## src/rtl/draw_mole.sv

```systemverilog
// Mole sprite overlay: composites a 32x64 ROM sprite over the incoming VGA pixel stream.
// Latency: 2 clk from any input pixel to its outputs; all outputs stay mutually aligned.
// Backpressure: none; the video stream advances every clk and this block never stalls it.
//
// Ports:
//   clk, rst                 pixel clock and synchronous active-high reset
//   hcount_in .. vblnk_in    upstream timing (counters and strobes)
//   rgb_in                   upstream pixel colour {R4,G4,B4}
//   xpos, ypos               mole top-left position from game logic, sampled at vblank entry
//   rgb_pixel / pixel_addr   sprite ROM data / address ({row, col}), ROM is 1-clk synchronous
//   hcount_out .. vblnk_out  timing delayed by 2 clk
//   rgb_out                  composited colour delayed by 2 clk
module draw_mole #(
   parameter int          MOLE_WIDTH  = 32,
   parameter int          MOLE_HEIGHT = 64,
   parameter logic [11:0] TRANSPARENT = 12'h0F0,
   parameter int          OFF_X       = 900,
   parameter int          OFF_Y       = 800
) (
   input  logic        clk,
   input  logic        rst,
   input  logic [10:0] hcount_in,
   input  logic [10:0] vcount_in,
   input  logic        hsync_in,
   input  logic        vsync_in,
   input  logic        hblnk_in,
   input  logic        vblnk_in,
   input  logic [11:0] rgb_in,
   input  logic [11:0] xpos,
   input  logic [11:0] ypos,
   input  logic [11:0] rgb_pixel,
   output logic [10:0] pixel_addr,
   output logic [10:0] hcount_out,
   output logic [10:0] vcount_out,
   output logic        hsync_out,
   output logic        vsync_out,
   output logic        hblnk_out,
   output logic        vblnk_out,
   output logic [11:0] rgb_out
);

   localparam int COL_W = $clog2(MOLE_WIDTH);
   localparam int ROW_W = $clog2(MOLE_HEIGHT);

   // ------------------------------------------------------------------
   // Position latch, updated only on vblank entry so a frame never tears
   // ------------------------------------------------------------------
   logic        vblnk_prev;
   logic        vblnk_rise;
   logic [11:0] x_lat;
   logic [11:0] y_lat;

   assign vblnk_rise = vblnk_in & ~vblnk_prev;

   // vblnk_prev resets to 1 so a reset released inside vblank waits for the
   // next vblank before picking up a position.
   always_ff @(posedge clk) begin
      if (rst) begin
         vblnk_prev <= 1'b1;
         x_lat      <= 12'(OFF_X);
         y_lat      <= 12'(OFF_Y);
      end else begin
         vblnk_prev <= vblnk_in;
         if (vblnk_rise) begin
            x_lat <= xpos;
            y_lat <= ypos;
         end
      end
   end

   // ------------------------------------------------------------------
   // Stage 1: hit test and ROM address
   // ------------------------------------------------------------------
   // 13-bit arithmetic keeps x_lat+MOLE_WIDTH from wrapping, so a sprite
   // clipped at the right/bottom edge never reappears at the left/top.
   logic [12:0] h_ext, v_ext, x_ext, y_ext;
   logic [12:0] dx, dy;
   logic        hit;
   logic        unused_bits;

   always_comb begin
      h_ext      = {2'b00, hcount_in};
      v_ext      = {2'b00, vcount_in};
      x_ext      = {1'b0, x_lat};
      y_ext      = {1'b0, y_lat};
      dx         = h_ext - x_ext;
      dy         = v_ext - y_ext;
      hit        = (h_ext >= x_ext) && (h_ext < x_ext + 13'(MOLE_WIDTH)) &&
                   (v_ext >= y_ext) && (v_ext < y_ext + 13'(MOLE_HEIGHT));
      pixel_addr = '0;
      // The address is presented combinationally: the ROM's own read register
      // forms stage 1 of the data path, so rgb_pixel lines up with the stage-1
      // registers below and the overall latency stays at 2 clk.
      if (hit && !rst)
         pixel_addr = 11'({dy[ROW_W-1:0], dx[COL_W-1:0]});
   end

   assign unused_bits = ^{dx[12:COL_W], dy[12:ROW_W]};

   logic [10:0] s1_hcount, s1_vcount;
   logic        s1_hsync, s1_vsync, s1_hblnk, s1_vblnk;
   logic [11:0] s1_rgb;
   logic        s1_hit;

   always_ff @(posedge clk) begin
      if (rst) begin
         s1_hcount <= '0;
         s1_vcount <= '0;
         s1_hsync  <= 1'b0;
         s1_vsync  <= 1'b0;
         s1_hblnk  <= 1'b0;
         s1_vblnk  <= 1'b0;
         s1_rgb    <= '0;
         s1_hit    <= 1'b0;
      end else begin
         s1_hcount <= hcount_in;
         s1_vcount <= vcount_in;
         s1_hsync  <= hsync_in;
         s1_vsync  <= vsync_in;
         s1_hblnk  <= hblnk_in;
         s1_vblnk  <= vblnk_in;
         s1_rgb    <= rgb_in;
         s1_hit    <= hit;
      end
   end

   // ------------------------------------------------------------------
   // Stage 2: compositing
   // ------------------------------------------------------------------
   always_ff @(posedge clk) begin
      if (rst) begin
         hcount_out <= '0;
         vcount_out <= '0;
         hsync_out  <= 1'b0;
         vsync_out  <= 1'b0;
         hblnk_out  <= 1'b0;
         vblnk_out  <= 1'b0;
         rgb_out    <= '0;
      end else begin
         hcount_out <= s1_hcount;
         vcount_out <= s1_vcount;
         hsync_out  <= s1_hsync;
         vsync_out  <= s1_vsync;
         hblnk_out  <= s1_hblnk;
         vblnk_out  <= s1_vblnk;
         if (s1_hblnk || s1_vblnk)
            rgb_out <= 12'h000;
         else if (s1_hit && (rgb_pixel != TRANSPARENT))
            rgb_out <= rgb_pixel;
         else
            rgb_out <= s1_rgb;
      end
   end

endmodule
```

## config.mk

```make
export PLATFORM = sky130hd
export DESIGN_NAME = draw_mole
export DESIGN_NICKNAME = d
export VERILOG_FILES = /design/src/rtl/draw_mole.sv
export SDC_FILE = /design/constraint.sdc
export NUM_CORES = 1
export LEC_CHECK = 0
export ABC_AREA = 1
export BUFFER_PORTS_ARGS = -buffer_cell sky130_fd_sc_hd__buf_2
export CORE_ASPECT_RATIO = 1.25
export CORE_MARGIN = 2
export CORE_UTILIZATION = 56
export DETAILED_ROUTE_END_ITERATION = 16
export GPL_TIMING_DRIVEN = 0
export PLACE_DENSITY = 0.92
export SLEW_MARGIN = 25
export SYNTH_ARGS = -nofsm -noshare
export SYNTH_HDL_FRONTEND = slang
export SYNTH_SLANG_ARGS = --single-unit
```

## constraint.sdc

```tcl
create_clock -name clk -period 3.51 [get_ports clk]
set_input_delay 0.1755 -clock clk [delete_from_list [all_inputs] [get_ports clk]]
set_output_delay 0.1755 -clock clk [all_outputs]
set_load 0.02 [all_outputs]
```

==> load_flow_metrics.sql <==
INSERT INTO impl_metrics (metric_group, metric, value, unit) VALUES
('finish', 'final_layout_size_suffix_gt1_share', '22.63', '%'),
('sta', 'timing.final.ws_setup', '726.5', 'ps'),
('global_routing', 'via_count_of_the_first_global_routing_pass', '3992', ''),
('logic_synthesis', 'netlist_top_cells_area', 'sky130_fd_sc_hd__dfxtp_1 46%, sky130_fd_sc_hd__nor2_1 9.9%, sky130_fd_sc_hd__ha_1 9.8%', ''),
('setup_path', 'setup_cp_type', 'flop to output pin', ''),
('finish', 'final.fill_count', '634', ''),
('routing', 'antenna_left', '0', ''),
('placement', 'gpl.final_weighted_congestion', '0.9458', ''),
('placement', 'io_buffer_count', '124', ''),
('finish', 'synthToLayoutAreaGrowth', '21.92', '%'),
('finish', 'post-route-util', '70.07', '%'),
('placement', 'dp_worst_setup_slack', '1116', 'ps'),
('clocking', 'clkLatencyLatePin', '360', 'ps'),
('floorplan', 'die_area', '8686', 'sq um'),
('routing', 'finalWirelength', '10100', 'um'),
('sta', 'slew_headroom', '63.46', '%'),
('routing', 'wire_per_inst', '12.45', 'um'),
('logic_synthesis', 'syn_area_per_cell', '7.771', 'sq um'),
('clocking', 'post_cts_hold_buffer_count', '2', ''),
('global_routing', 'track_usage', '24.22', '%'),
('clocking', 'library_cell_used_as_clock_root_buffer', 'sky130_fd_sc_hd__clkbuf_8', ''),
('floorplan', 'chipWidth', '83.76', 'um'),
('finish', 'diodes', '0', ''),
('logic_synthesis', 'synth_edf_count', '0', ''),
('setup_path', 'critical-path-max-stage-delay', '450', 'ps'),
('min_path', 'hold_path_class', 'primary input to flop', ''),
('clocking', 'postCtsResizedCells', '0', ''),
('routing', 'dr.first_iter.drc_count', '180', ''),
('floorplan', 'floorplan.rows', '36', ''),
('floorplan', 'fp.coreArea', '7747', 'sq um'),
('sta', 'clock_tree_skew_after_final_layout', '10.37', 'ps'),
('sta', 'whs', '24.41', 'ps'),
('clocking', 'htree_num_levels', '3', ''),
('setup_path', 'path_max_fanout', '10', ''),
('logic_synthesis', 'synth.largest_area_cell', 'sky130_fd_sc_hd__dfxtp_1', ''),
('setup_path', 'critical_path.cell_chain', 'ha_1 > nand3_1 > xor2_1 > ha_1 > a21oi_1 > nand3b_1 > nand2_1 > nor2_2 > nand4_2 > buf_6 > nor2_2 > buf_2', ''),
('clocking', 'cts.repair_timing.setup_buffer_count', '0', ''),
('finish', 'finish.net_count', '824', ''),
('clocking', 'tritoncts', 'done', ''),
('status', 'outcome', 'finished, final reports clean', ''),
('sta', 'hold_violations', '0', ''),
('sta', 'report.final.slew_viol_count', '0', ''),
('floorplan', 'ioPinCount', '125', ''),
('setup_path', 'rrSetupSlack', '1400', 'ps'),
('setup_path', 'regToRegStartpoint', 'y_lat[6]', ''),
('setup_path', 'worst-endpoint-required', '3330', 'ps'),
('sta', 'final.setup.tns', '0', 'ps'),
('placement', 'dp_hpwl', '7936', 'um'),
('routing', 'remaining_drc_errors', '0', ''),
('clocking', 'clock_sinks', '102', ''),
('logic_synthesis', 'synthesis.area', '4453', 'sq um'),
('logic_synthesis', 'yosys.cell_types.count', '32', ''),
('clocking', 'cts.path.max_buffers', '2', ''),
('global_routing', 'grt_max_degree', '18', ''),
('sta', 'transition_time_at_the_pin_with_the_least_slew_margin', '546.1', 'ps'),
('floorplan', 'die_height', '103.7', 'um'),
('clocking', 'clk_pin_slew_worst_paths', '100', 'ps'),
('sta', 'maxClockFrequency', '0.3593', 'GHz'),
('logic_synthesis', 'ys_seq_elements', '102', ''),
('logic_synthesis', 'yosysMostFrequentCell', 'sky130_fd_sc_hd__nor2_1', ''),
('min_path', 'hold-path-cell-count', '3', ''),
('logic_synthesis', 'async_flop_share', '0', '%'),
('clocking', 'cts_buffers', '9', ''),
('power', 'irDropWorstVdd', '289.0', 'uV'),
('routing', 'via_count', '3933', ''),
('sta', 'grt_setup_unrepaired', 'false', ''),
('setup_path', 'cp.buffers_inverters', '2', ''),
('logic_synthesis', 'ys_warn_count', '0', ''),
('routing', 'detail_route.vias_per_cell', '4.850', ''),
('global_routing', 'grt_pass1_wl', '17060', 'um'),
('setup_path', 'critical-path-top-delay-family', 'simple AND/OR/NAND/NOR gates', '');
[layout make-up]
type                    instances  area, sq um  area share (%)
plain buffers                  17        71.32           1.314
clock buffers                  11        141.4           2.604
clock inverters                 5        65.06           1.198
inverters                     113        424.2           7.813
multi-input cells             341         1916           35.28
flip-flops and latches        102         2042           37.61
well taps                      95        118.9           2.189
repair buffers                127        650.6           11.98
[layout by cell type (no fill, tap or decap), drive strengths merged]
cell         instances
nor2               129
inv                115
o211ai               7
nand3b               2
fa                   2
buf                129
nand4                4
nor4                 2
clkinvlp             2
o21ai               32
o31ai                1
a21oi               27
ha                  35
o21a                 2
dfxtp              102
xnor2                5
clkbuf              23
dlygate4sd3          3
nand3                8
nand2               72
a31oi                2
xor2                 7
bufinv               1
nor3b                1
a21o                 1
nor3                 2
[worst min-delay path, cell delays in order]
cell	delay (ps)
sky130_fd_sc_hd__buf_2	100
sky130_fd_sc_hd__inv_1	40
sky130_fd_sc_hd__nor2_1	30
[flip-flops by register name, indices dropped and copies added, names as in the netlist, 11 cells and up]
| signal | count |
|---|---|
| vcount_out | 11 |
| hcount_out | 11 |
| s1_vcount | 11 |
| rgb_out | 12 |
| x_lat | 12 |
| s1_rgb | 12 |
| y_lat | 12 |
| s1_hcount | 11 |
[layer usage]
layer	share of wire (%)	wire [um]	global-route usage, %
met2	51	5130	43.71
met3	6.5	652	4.462
met4	2.7	272	12.21
met1	40	4042	26.82
met5	0	0	0
[power by group]
group          internal [uW]  switching (uW)
Combinational            147             228
Sequential              1210            21.7
Clock                    357             390
[logic make-up (layout without fill, tap and decap cells)]
logic type               after synthesis  in the layout  share of synthesized area, %
AND/OR/NAND/NOR                      220            220                         20.96
buffers and inverters                130            273                         11.13
flip-flops                           102            102                         45.86
AO/OA/AOI/OAI                         72             72                         8.963
adder cells (fa/ha/maj)               37             37                         10.73
XOR/XNOR                              12             12                         2.360
[worst max path at each step]
| stage | start | end | slack [ps] | depth (start not counted) |
|---|---|---|---|---|
| detailed placement | y_lat[6] | pixel_addr[3] | 1120 | 12 |
| CTS | y_lat[6] | pixel_addr[3] | 700 | 12 |
| global placement | y_lat[6] | pixel_addr[9] | 1200 | 12 |
| global route | x_lat[7] | pixel_addr[8] | 500 | 12 |
| floorplan | y_lat[6] | pixel_addr[1] | 1410 | 11 |
| finish | y_lat[6] | pixel_addr[3] | 730 | 12 |
[through the flow]
step                area [sq um]  total power [uW]
floorplan                   4453              1497
global placement            5192              1610
detailed placement          5192              1628
CTS                         5419              2373
global route                5429              2476
finish                      5429              2356
(Power assumes the default switching activity.)
